### config.mk
export PLATFORM = sky130hd
export DESIGN_NAME = mem_port_arbiter
export DESIGN_NICKNAME = d
export VERILOG_FILES = /design/src/rtl/mem_port_pkg.sv /design/src/rtl/mem_port_arbiter_rr_arbiter.sv /design/src/rtl/mem_port_arbiter.sv
export SDC_FILE = /design/constraint.sdc
export NUM_CORES = 1
export LEC_CHECK = 0
export CORE_MARGIN = 5
export CORE_UTILIZATION = 31
export CTS_CLUSTER_DIAMETER = 80
export DETAILED_ROUTE_END_ITERATION = 10
export PLACE_DENSITY = 0.76
export RECOVER_POWER = 50
export SYNTH_ARGS = -nofsm -noshare
export SYNTH_HDL_FRONTEND = slang
export SYNTH_HIERARCHICAL = 1
export SYNTH_SLANG_ARGS = --single-unit
export TNS_END_PERCENT = 50
### constraint.sdc
create_clock -name clk -period 8.5 [get_ports clk]
set_clock_uncertainty 0.15 [all_clocks]
set_input_delay 0.85 -clock clk [delete_from_list [all_inputs] [get_ports clk]]
set_output_delay 0.85 -clock clk [all_outputs]
set_load 0.01 [all_outputs]
### src/rtl/mem_port_pkg.sv
// Shared types and helpers for the memory-port arbiter.
// Defaults, the read-return tag and the round-robin pick.
package mem_port_pkg;

  localparam int DEF_DATA_W = 32;
  localparam int DEF_ADDR_W = 14;
  localparam int DEF_RD_LAT = 1;
  localparam int MAX_REQ    = 8;
  localparam int IDX_W      = 3;

  typedef struct packed {
    logic             valid;
    logic [IDX_W-1:0] idx;
  } rd_tag_t;

  // First active request at or above ptr, wrapping at n.
  function automatic logic [MAX_REQ-1:0] rr_pick(
    input logic [MAX_REQ-1:0] req,
    input logic [IDX_W-1:0]   ptr,
    input int unsigned        n
  );
    logic [MAX_REQ-1:0] g;
    logic [IDX_W-1:0]   j;
    g = '0;
    for (int unsigned i = 0; i < MAX_REQ; i++) begin
      j = IDX_W'((32'(ptr) + i) % n);
      if (i < n && g == '0 && req[j])
        g[j] = 1'b1;
    end
    return g;
  endfunction

endpackage

### src/rtl/mem_port_arbiter_rr_arbiter.sv
// Round-robin arbiter with a rotating priority pointer.
// Pointer moves just past the last winner.
module rr_arbiter
  import mem_port_pkg::*;
#(
  parameter int N = 3
) (
  input  logic             clk,
  input  logic             rst_n,
  input  logic [N-1:0]     req,
  output logic [N-1:0]     gnt,
  output logic [IDX_W-1:0] idx
);

  localparam int PTR_W = $clog2(N);

  logic [PTR_W-1:0]   ptr;
  logic [PTR_W-1:0]   ptr_nxt;
  logic [MAX_REQ-1:0] pick;

  assign pick = rr_pick(MAX_REQ'(req), IDX_W'(ptr), N);
  assign gnt  = N'(pick);

  always_comb begin
    idx     = '0;
    ptr_nxt = ptr;
    for (int i = 0; i < N; i++) begin
      if (gnt[i]) begin
        idx     = IDX_W'(i);
        ptr_nxt = (i == N - 1) ? '0 : PTR_W'(i + 1);
      end
    end
  end

  always_ff @(posedge clk or negedge rst_n) begin
    if (!rst_n)
      ptr <= '0;
    else
      ptr <= ptr_nxt;
  end

endmodule

### src/rtl/mem_port_arbiter.sv
// N-to-1 round-robin arbiter in front of one block-RAM port.
// Read data is steered back to its issuer by a tag pipeline.
module mem_port_arbiter
  import mem_port_pkg::*;
#(
  parameter int N_REQ  = 3,
  parameter int DATA_W = DEF_DATA_W,
  parameter int ADDR_W = DEF_ADDR_W,
  parameter int RD_LAT = DEF_RD_LAT,
  localparam int BE_W  = DATA_W / 8
) (
  input  logic                     clk,
  input  logic                     rst_n,
  input  logic [N_REQ-1:0]         req,
  input  logic [N_REQ*ADDR_W-1:0]  req_addr,
  input  logic [N_REQ*BE_W-1:0]    req_we,
  input  logic [N_REQ*DATA_W-1:0]  req_wdata,
  output logic [N_REQ-1:0]         gnt,
  output logic [N_REQ-1:0]         rvalid,
  output logic [DATA_W-1:0]        rdata,
  output logic                     mem_en,
  output logic [ADDR_W-1:0]        mem_addr,
  output logic [BE_W-1:0]          mem_we,
  output logic [DATA_W-1:0]        mem_data_i,
  input  logic [DATA_W-1:0]        mem_data_o
);

  logic [IDX_W-1:0]  gidx;
  logic              accept;
  logic [ADDR_W-1:0] sel_addr;
  logic [BE_W-1:0]   sel_we;
  logic [DATA_W-1:0] sel_wd;
  rd_tag_t           tag_in;
  rd_tag_t [RD_LAT:0] pipe;
  logic [N_REQ-1:0]  rv_nxt;

  rr_arbiter #(
    .N(N_REQ)
  ) u_arb (
    .clk   (clk),
    .rst_n (rst_n),
    .req   (req),
    .gnt   (gnt),
    .idx   (gidx)
  );

  assign accept = |gnt;

  always_comb begin
    sel_addr = '0;
    sel_we   = '0;
    sel_wd   = '0;
    for (int i = 0; i < N_REQ; i++) begin
      if (gnt[i]) begin
        sel_addr = req_addr[i*ADDR_W +: ADDR_W];
        sel_we   = req_we[i*BE_W +: BE_W];
        sel_wd   = req_wdata[i*DATA_W +: DATA_W];
      end
    end
  end

  always_ff @(posedge clk or negedge rst_n) begin
    if (!rst_n) begin
      mem_en     <= 1'b0;
      mem_we     <= '0;
      mem_addr   <= '0;
      mem_data_i <= '0;
    end else begin
      mem_en <= accept;
      mem_we <= accept ? sel_we : '0;
      if (accept) begin
        mem_addr   <= sel_addr;
        mem_data_i <= sel_wd;
      end
    end
  end

  // Tag reaches the last stage in the cycle mem_data_o is valid.
  assign tag_in.valid = accept && (sel_we == '0);
  assign tag_in.idx   = gidx;

  always_ff @(posedge clk or negedge rst_n) begin
    if (!rst_n)
      pipe <= '0;
    else
      pipe <= {pipe[RD_LAT-1:0], tag_in};
  end

  always_comb begin
    rv_nxt = '0;
    for (int i = 0; i < N_REQ; i++)
      rv_nxt[i] = pipe[RD_LAT].valid &&
                  (pipe[RD_LAT].idx == IDX_W'(i));
  end

  always_ff @(posedge clk or negedge rst_n) begin
    if (!rst_n) begin
      rvalid <= '0;
      rdata  <= '0;
    end else begin
      rvalid <= rv_nxt;
      if (pipe[RD_LAT].valid)
        rdata <= mem_data_o;
    end
  end

endmodule
Word level (Yosys, flattened, before mapping) --
Index checks and enable logic that the tools add are counted.
Storage, ports and cells: input bits 187, register bits after elaboration 96, output and inout port bits 89, logic and storage cells 71
Operators by class: add/subtract/negate cells 2, mux-type cells 30, reductions and logical operators 15, order comparisons 6, divide/modulo/power cells 3, equality and inequality tests 2, bitwise logic cells 2
Operator list (count):
- 32-bit two-way mux | 3
- 32-bit by 2-bit modulo with 32-bit output, second input constant | 2
- 14-bit two-way mux | 3
- 2-bit by 2-bit modulo with 32-bit output, second input constant | 1
- 8-bit logical NOT | 2
- 4-bit two-way mux | 4
- 8-bit two-way mux | 2
- 3-bit by 4-bit < comparator with 1-bit output, second input constant | 3
- 1-bit binary-select mux with 3-bit select | 3
- 1-bit demux with 3-bit select | 3
- 3-bit by 1-bit >= comparator with 1-bit output, second input constant | 3
- 1-bit logical AND | 9
- 8-bit OR | 1
- 1-bit two-way mux | 7
- 2-bit two-way mux | 3
- 3-bit two-way mux | 2
- 4-bit logical NOT | 1
- 2-bit by 1-bit adder with 3-bit output, second input constant | 1
- 2-bit by 2-bit adder with 3-bit output, second input constant | 1
- 3-bit by 1-bit equality test with 1-bit output, second input constant | 1
- 3-bit by 2-bit equality test with 1-bit output, second input constant | 1
- 3-bit logical NOT | 1
- 3-bit OR | 1
- 3-bit nonzero test | 1
- 3-bit OR reduction | 1

Depth between registers and ports, before layout --
Gate-level depths: netlist (run 1).
word-level depth 17, mapped depth 13, depth with buffers taken out 11

Hierarchy --
The synthesis (run 1) kept the hierarchy.
By module, submodules not included:
- mem_port_arbiter | area an instance 4055.1 µm², cells an instance 320, instances 1, sequential area each 2352.3 µm²
- rr_arbiter | area an instance 445.4 µm², cells an instance 52, instances 1, sequential area each 50.0 µm²

Worst setup path after synthesis (run 1) --
Ideal clock, no wire load.
path type input-to-reg, start in req[2], end reg mem_data_i[25], library setup time 137 ps, path slack 5423 ps, cell stages on the path 10, data arrival time 2790 ps, required time 8213 ps, buffers on the path 2, cells stage by stage mux2_1 a21oi_1 nor2b_2 or4b_4 o211ai_4 inv_1 buf_2 buf_2 o22ai_1 a21oi_1
On the way: elaborated cells on any way between the ends 19, those cells by class 12 x mux; 2 x bitwise; 5 x reduce/logical
RTL lines:
- start, declared | line mem_port_arbiter.sv:14 | input logic [N_REQ-1:0] req,
- 1-bit binary-select mux with 3-bit select | line mem_port_pkg.sv:27 | if (i < n && g == '0 && req[j])
- 1-bit two-way mux (not written as such) | line mem_port_pkg.sv:27
- 8-bit two-way mux | line mem_port_pkg.sv:27
- 8-bit logical NOT | line mem_port_pkg.sv:27
- 1-bit logical AND | line mem_port_pkg.sv:27
- 8-bit two-way mux | line mem_port_pkg.sv:27
- 8-bit logical NOT | line mem_port_pkg.sv:27
- 1-bit logical AND | line mem_port_pkg.sv:27
- 3-bit two-way mux * | line mem_port_pkg.sv:27
- named net gnt[2] | line mem_port_arbiter.sv:18 | output logic [N_REQ-1:0] gnt,
- 3-bit OR reduction / 32-bit two-way mux (equally long branches) | line mem_port_arbiter.sv:47, mem_port_arbiter.sv:54
- end signal, assigned | line mem_port_arbiter.sv:73 | mem_data_i <= sel_wd;
- end, declared | line mem_port_arbiter.sv:24 | output logic [DATA_W-1:0] mem_data_i,
Mark *: on every way through the listed nets, which the timed path passes. The rest lies on a longest branch. The select of a mux whose other input is x is not followed. A chain may end at the register's enable or synchronous reset.

==> out/metrics.json, run 1 <==
{
  "status": "finished with violations",
  "failed_checks": "capacitance limit, slew limit",
  "worstPathArrival_ps": 4660,
  "crit_path_end_kind": "asynchronous set/reset pin",
  "drt_first_iter_violations": 191,
  "syn-cell-area_mm2": 0.00450,
  "netlist_instances": 372,
  "final_cells": 818,
  "routed_wire_length_per_instance_um": 18.5,
  "timing.final.setup_violations": 0,
  "tritoncts": "yes",
  "dp_worst_slack_ps": 4180,
  "power-per-cell-area_mw_per_mm2": 424,
  "worst_endpoint_required_time_ps": 8250,
  "cts.htree.levels": 3,
  "floorplan.die.height_um": 130,
  "synth.ff_latch_count": 96,
  "grt_usage": 0.168,
  "number_of_diodes": 0,
  "largest_net_degree_at_the_start_of_global_routing": 96,
  "floorplan.die_area_mm2": 0.0170,
  "max_freq_mhz": 203,
  "timing.final.crit_share": 0.578,
  "placed_cells_incl_taps": 802,
  "postSynthAreaPerCell_um2": 12.1,
  "detail_route.drc_violations": 0,
  "final-max-slew-violation-count": 99,
  "path_delay_family": "buffers and inverters",
  "vdd_ir_drop_max_uv": 881,
  "clock_latency_ps": 330,
  "totalNegativeSetupSlack_ps": 0,
  "vias_in_the_first_global_route": 4340,
  "leakagePower_nw": 2.94,
  "distinct_cell_type_count_after_synthesis": 45,
  "tritoncts.num_buffers": 9,
  "netlist_top_cells_area": "dfrtp_1, o22ai_1, o22ai_2, mux2_2, a21oi_1",
  "area_delta_synth_final_pct": 68.8,
  "postSynth.asyncResetShare": 1.00,
  "combPwrFrac": 0.622,
  "detailed_place_hpwl_um": 11500,
  "layout_min_cycle_time_ps": 4910,
  "timing.final.hold_violations": 0,
  "holdCritPathClass": "flip-flop to flip-flop",
  "worst-slew-pin-transition_ps": 2590,
  "final_net_count": 824,
  "clock-sinks": 96,
  "internal-power_mw": 1.90,
  "p_sw_mw": 1.32,
  "clockBufferDepth": 2,
  "grt_pass1_wl_um": 22400,
  "hold_slack_ps": 205,
  "io_buffer_count": 275,
  "mostFrequentLayoutCell": "clkdlybuf4s50_1",
  "seqPwrFrac": 0.259,
  "drv_cap": 2,
  "part_of_the_power_in_the_clock_network": 0.119,
  "layout-drive-gt1-share": 0.144,
  "synth_largest_type_area_fraction": 0.534,
  "gpl.final_weighted_congestion": 0.854,
  "initial_utilization": 0.313,
  "post-synth-top-area-cell": "dfrtp_1",
  "crit_path_frequent_cell": "clkbuf_1",
  "root_buffer": "clkbuf_16",
  "cp-start-kind": "primary input",
  "route.final.wire_length_um": 15100,
  "drt_first_pass_iters": 6,
  "postCtsHoldBufs": 0,
  "syn_nets": 567,
  "worstSetupPathType": "primary input to asynchronous set/reset pin",
  "floorplan_core_area_mm2": 0.0144,
  "crit_buf_inv": 2,
  "worst_path_max_delay_cell": "clkbuf_1",
  "timing.critical_path.slowest_cell_delay_ps": 1950,
  "global_route.overflow_total": 0,
  "vias_per_cell": 5.06,
  "path_max_fanout": 49,
  "post-cts-setup-buffer-count": 0,
  "yosysWarningCount": 6,
  "chipWidth_um": 130,
  "final.setup.worst_slack_ps": 3590,
  "setup_repair_after_global_routing_missed_its_margin": "no",
  "rows": 44,
  "cts.reportedPaths.clkPinSlew_ps": 60,
  "number_of_synthesized_flops_with_an_enable_pin": 0,
  "most-common-layout-cells": "clkdlybuf4s50_1, dfrtp_1, o22ai_1, a21oi_1, mux2_2",
  "design.portCount": 276,
  "initial_antenna_violation_count": 0,
  "post_cts_resized": 0,
  "detail-route-antenna-nets": 0,
  "p_sw_frac": 0.411,
  "via_count": 4142,
  "seq_area_frac_synth": 0.534,
  "relative_slew_slack": -0.724,
  "ys_dominant_reg_cell": "dfrtp_1",
  "critical_path.cell_chain": "clkbuf_1 -> clkbuf_1"
}
==> stage by stage <==
step	instance area (um2)	utilization	power, mW
2_1_floorplan	4500	-	2.15
3_3_place_gp	7320	0.509	2.79
3_5_place_dp	7320	0.509	2.85
4_1_cts	7600	0.529	3.25
5_1_grt	7600	0.529	3.45
6_report	7600	0.529	3.22
==> path summary, 6_finish.rpt <==
path                                     startpoint                       end  slack (ps)  depth (start not counted)
min                               pipe[2]$_DFF_PN0_         pipe[6]$_DFF_PN0_         200                          0
max reg2reg                u_arb/ptr[1]$_DFFE_PN0P_  mem_addr[13]$_DFFE_PN0P_        4560                         11
min in group asynchronous                     rst_n     rdata[28]$_DFFE_PN0P_        1160                          1
max in group clk           u_arb/ptr[1]$_DFFE_PN0P_                    gnt[1]        4140                          9
min reg2reg                       pipe[2]$_DFF_PN0_         pipe[6]$_DFF_PN0_         200                          0
max                                           rst_n       rvalid[1]$_DFF_PN0_        3590                          2
==> per-layer routing <==
layer | share of wire | global-route usage | up-vias
met5 | 0 | 0 | -
met3 | 0.071 | 0.0386 | 31
li1 | - | - | 1930
met2 | 0.52 | 0.295 | 185
met4 | 0.024 | 0.0732 | 0
met1 | 0.38 | 0.197 | 1996
==> registers in the layout, indices dropped and copies added (netlist names) <==
name and count:
mem_data_i 32, rdata 32, mem_addr 14, pipe 8, mem_we 4, rvalid 3, u_arb/ptr 2, mem_en 1
==> cell families after synthesis <==
group | after synthesis | synth area share
XOR/XNOR | 1 | 0.00195
adder cells (fa/ha/maj) | 8 | 0.0222
multiplexers | 35 | 0.0870
AO/OA/AOI/OAI | 159 | 0.259
buffers and inverters | 41 | 0.0500
other | 1 | 0.000833
AND/OR/NAND/NOR | 31 | 0.0453
flip-flops | 96 | 0.534
==> cell type report <==
class	instances	area, um2
Clock buffer	12	256
Tap cell	184	230
Timing Repair Buffer	279	2770
Sequential cell	96	2400
Fill cell	1257	6770
Multi-Input combinational cell	235	1880
Inverter	8	31.3
Clock inverter	4	27.5
==> power by group through the flow <==
stage	combinational (mW)	sequential (mW)	clock, mW
after floorplan	1.24	0.910	0
after CTS	2.02	0.838	0.398
final	2.00	0.834	0.382
after global routing	2.17	0.865	0.415
after global placement	1.96	0.832	0
after detailed placement	2.01	0.842	0
==> Yosys cell counts (all sizes together) (2+ instances only) <==
master and count:
dfrtp 96, o22ai 90, a21oi 51, mux2 33, buf 26, ha 8, inv 8, clkbuf 7
nand2 5, nor2 4, o21ai 4, a2bb2oi 3, nand3b 3, nor2b 3, or3 3, mux2i 2
nor3b 2, nor4 2, nor4bb 2, o211ai 2, or3b 2
Power figures use the tool's default switching activity.
==> inputs of run 2 (changes only) <==
Clock period 8.5 ns to 5.1 ns, I/O delays scaled along.
==> run 2 against run 1 <==
The flow still finishes with violations (capacitance limit, slew limit). Critical path depth is 6 higher. Sequential cell count stayed put. Clock-buffer cell count stayed put. Register-to-register slack worse by 3400 ps. Wire length is 3.0% higher. Power is 69% higher. Clock power is 80% higher. Utilization is 0.24 points higher. Sequential share of layout area is 0.14 points lower. Via count is 1.7% higher. Hold slack worse by 5.9 ps. Sequential power is 67% higher. Largest power group unchanged.
==> out/metrics.json, run 2 (synthesized netlist as in run 1, its figures left out) <==
{
  "holdPathStages": 0,
  "clock-sinks": 96,
  "global_route.overflow_total": 0,
  "drt_first_pass_iters": 6,
  "worst_path_max_delay_cell": "clkdlybuf4s50_1",
  "postCtsHoldBufs": 0,
  "timing.final.hold_violations": 0,
  "cts.reportedPaths.clkPinSlew_ps": 60,
  "most-common-layout-cells": "clkdlybuf4s50_1, dfrtp_1, o22ai_1, a21oi_1, mux2_2",
  "design.portCount": 276,
  "fillers": 1246,
  "r2r_cells": 10,
  "io_buffer_count": 275,
  "r2r_setup_slack_ps": 1150,
  "floorplan_core_area_mm2": 0.0144,
  "detail-route-antenna-nets": 0,
  "rows": 44,
  "leakagePower_nw": 2.97,
  "path_max_fanout": 16,
  "regs_by_ff_count": "mem_data_i: 32 flops, rdata: 32 flops, mem_addr: 14 flops",
  "worstHoldStart": "pipe[0]$_DFF_PN0_",
  "grt_pass1_wl_um": 22800,
  "post_cts_resized": 0,
  "timing.final.setup_violations": 0,
  "setup_repair_after_global_routing_missed_its_margin": "no",
  "vias_per_cell": 5.15,
  "finish.instance_area_mm2": 0.00763,
  "via_count": 4214,
  "floorplan.die.height_um": 130,
  "post-cts-setup-buffer-count": 0,
  "cts.htree.levels": 3,
  "max_freq_mhz": 248,
  "worstPathArrival_ps": 3380,
  "initial_antenna_violation_count": 0,
  "timing.critical_path.slowest_cell_delay_ps": 620,
  "detail_route.drc_violations": 0,
  "worstReg2RegStart": "u_arb/ptr[0]$_DFFE_PN0P_",
  "tritoncts.num_buffers": 9,
  "crit_path_frequent_cell": "inv_1",
  "route.final.wire_length_um": 15600,
  "clockBufferDepth": 2,
  "gpl.final_weighted_congestion": 0.838,
  "relative_slew_slack": -0.607,
  "drv_cap": 1,
  "floorplan.die_area_mm2": 0.0170,
  "timing.rr.end": "mem_addr[4]$_DFFE_PN0P_",
  "worstSetupPathType": "flip-flop to output pin",
  "final_cells": 819,
  "status": "finished with violations",
  "grt_usage": 0.172,
  "chipWidth_um": 130,
  "path_delay_family": "buffers and inverters",
  "cp-start-kind": "flip-flop",
  "totalNegativeSetupSlack_ps": 0,
  "routed_wire_length_per_instance_um": 19.0,
  "holdCritPathClass": "flip-flop to flip-flop",
  "detailed_place_hpwl_um": 11600,
  "crit_path_end_kind": "output pin",
  "number_of_diodes": 0,
  "power-per-cell-area_mw_per_mm2": 715,
  "root_buffer": "clkbuf_16",
  "mostFrequentLayoutCell": "clkdlybuf4s50_1",
  "timing.final.crit_share": 0.791,
  "instance_area_after_placement_mm2": 0.00733,
  "layout-drive-gt1-share": 0.148,
  "clock_latency_ps": 340,
  "final_net_count": 825,
  "final-max-slew-violation-count": 47,
  "area_delta_synth_final_pct": 69.6,
  "worst-slew-pin-transition_ps": 2410,
  "failed_checks": "capacitance limit, slew limit",
  "drt_first_iter_violations": 162,
  "critical_path.cell_chain": "inv_1 -> ha_1 -> mux2i_1 -> a221o_1 -> or3_1 -> o211a_2 -> inv_1 -> clkdlybuf4s50_1",
  "vias_in_the_first_global_route": 4343,
  "layout_min_cycle_time_ps": 4040,
  "placed_cells_incl_taps": 803,
  "crit_buf_inv": 3,
  "initial_utilization": 0.313,
  "largest_net_degree_at_the_start_of_global_routing": 96,
  "tritoncts": "yes",
  "worst_endpoint_required_time_ps": 4440,
  "vdd_ir_drop_max_uv": 819,
  "hold-path-endpoint": "pipe[4]$_DFF_PN0_"
}
-- run 2: changes by cell type in the layout (fill, tap and decap cells not counted), sizes merged --
cell,previous run,this run
buf,3,4
inv,8,7
bufinv,0,1
-- run 2: worst reg2reg max path: stages, from the launching register on --
cell	delay (ps)
dfrtp_1	450
inv_1	150
ha_1	420
mux2i_1	170
a221o_1	370
or3_1	380
o211a_2	170
inv_1	300
nand2b_2	820
o22ai_1	270
a21oi_1	210
-- run 2: power breakdown --
part | total (mW) | switching, mW | internal (mW)
sequential | 1.39 | 0.230 | 1.16
clock | 0.687 | 0.279 | 0.408
combinational | 3.38 | 1.73 | 1.65
-- run 2: layout make-up --
cell class,instances,area [um2],area share
Tap cell,184,230,0.0302
Clock buffer,12,256,0.0336
Clock inverter,4,52.6,0.00689
Sequential cell,96,2400,0.315
Timing Repair Buffer,280,2780,0.364
Inverter,8,31.3,0.00410
Multi-Input combinational cell,235,1880,0.246
-- run 2: worst max path at each step --
stage               cells after the start  slack [ps]                     start                         end
floorplan                              12        2040  u_arb/ptr[1]$_DFFE_PN0P_  mem_data_i[25]$_DFFE_PN0P_
global placement                       10        1360                    req[2]   mem_data_i[7]$_DFFE_PN0P_
detailed placement                     10        1180  u_arb/ptr[0]$_DFFE_PN0P_     mem_addr[4]$_DFFE_PN0P_
CTS                                     8        1070  u_arb/ptr[0]$_DFFE_PN0P_                      gnt[1]
global route                           11         850  u_arb/ptr[1]$_DFFE_PN0P_     mem_addr[4]$_DFFE_PN0P_
finish                                  8        1060  u_arb/ptr[0]$_DFFE_PN0P_                      gnt[1]
-- run 2: per-layer routing --
metal / part of all wire / global-route usage
met5: 0 / 0
met4: 0.040 / 0.0920
met3: 0.068 / 0.0325
met2: 0.50 / 0.289
met1: 0.39 / 0.209
-- run 2: per-stage QoR --
stage               utilization  power (mW)  hold WS (ps)  setup slack [ps]
global placement          0.510        4.70           182              1360
floorplan                     -        3.59          64.4              2040
CTS                       0.532        5.53          24.8              1070
global route              0.531        5.85           208               846
detailed placement        0.510        4.81           185              1180
finish                    0.531        5.46           199              1060
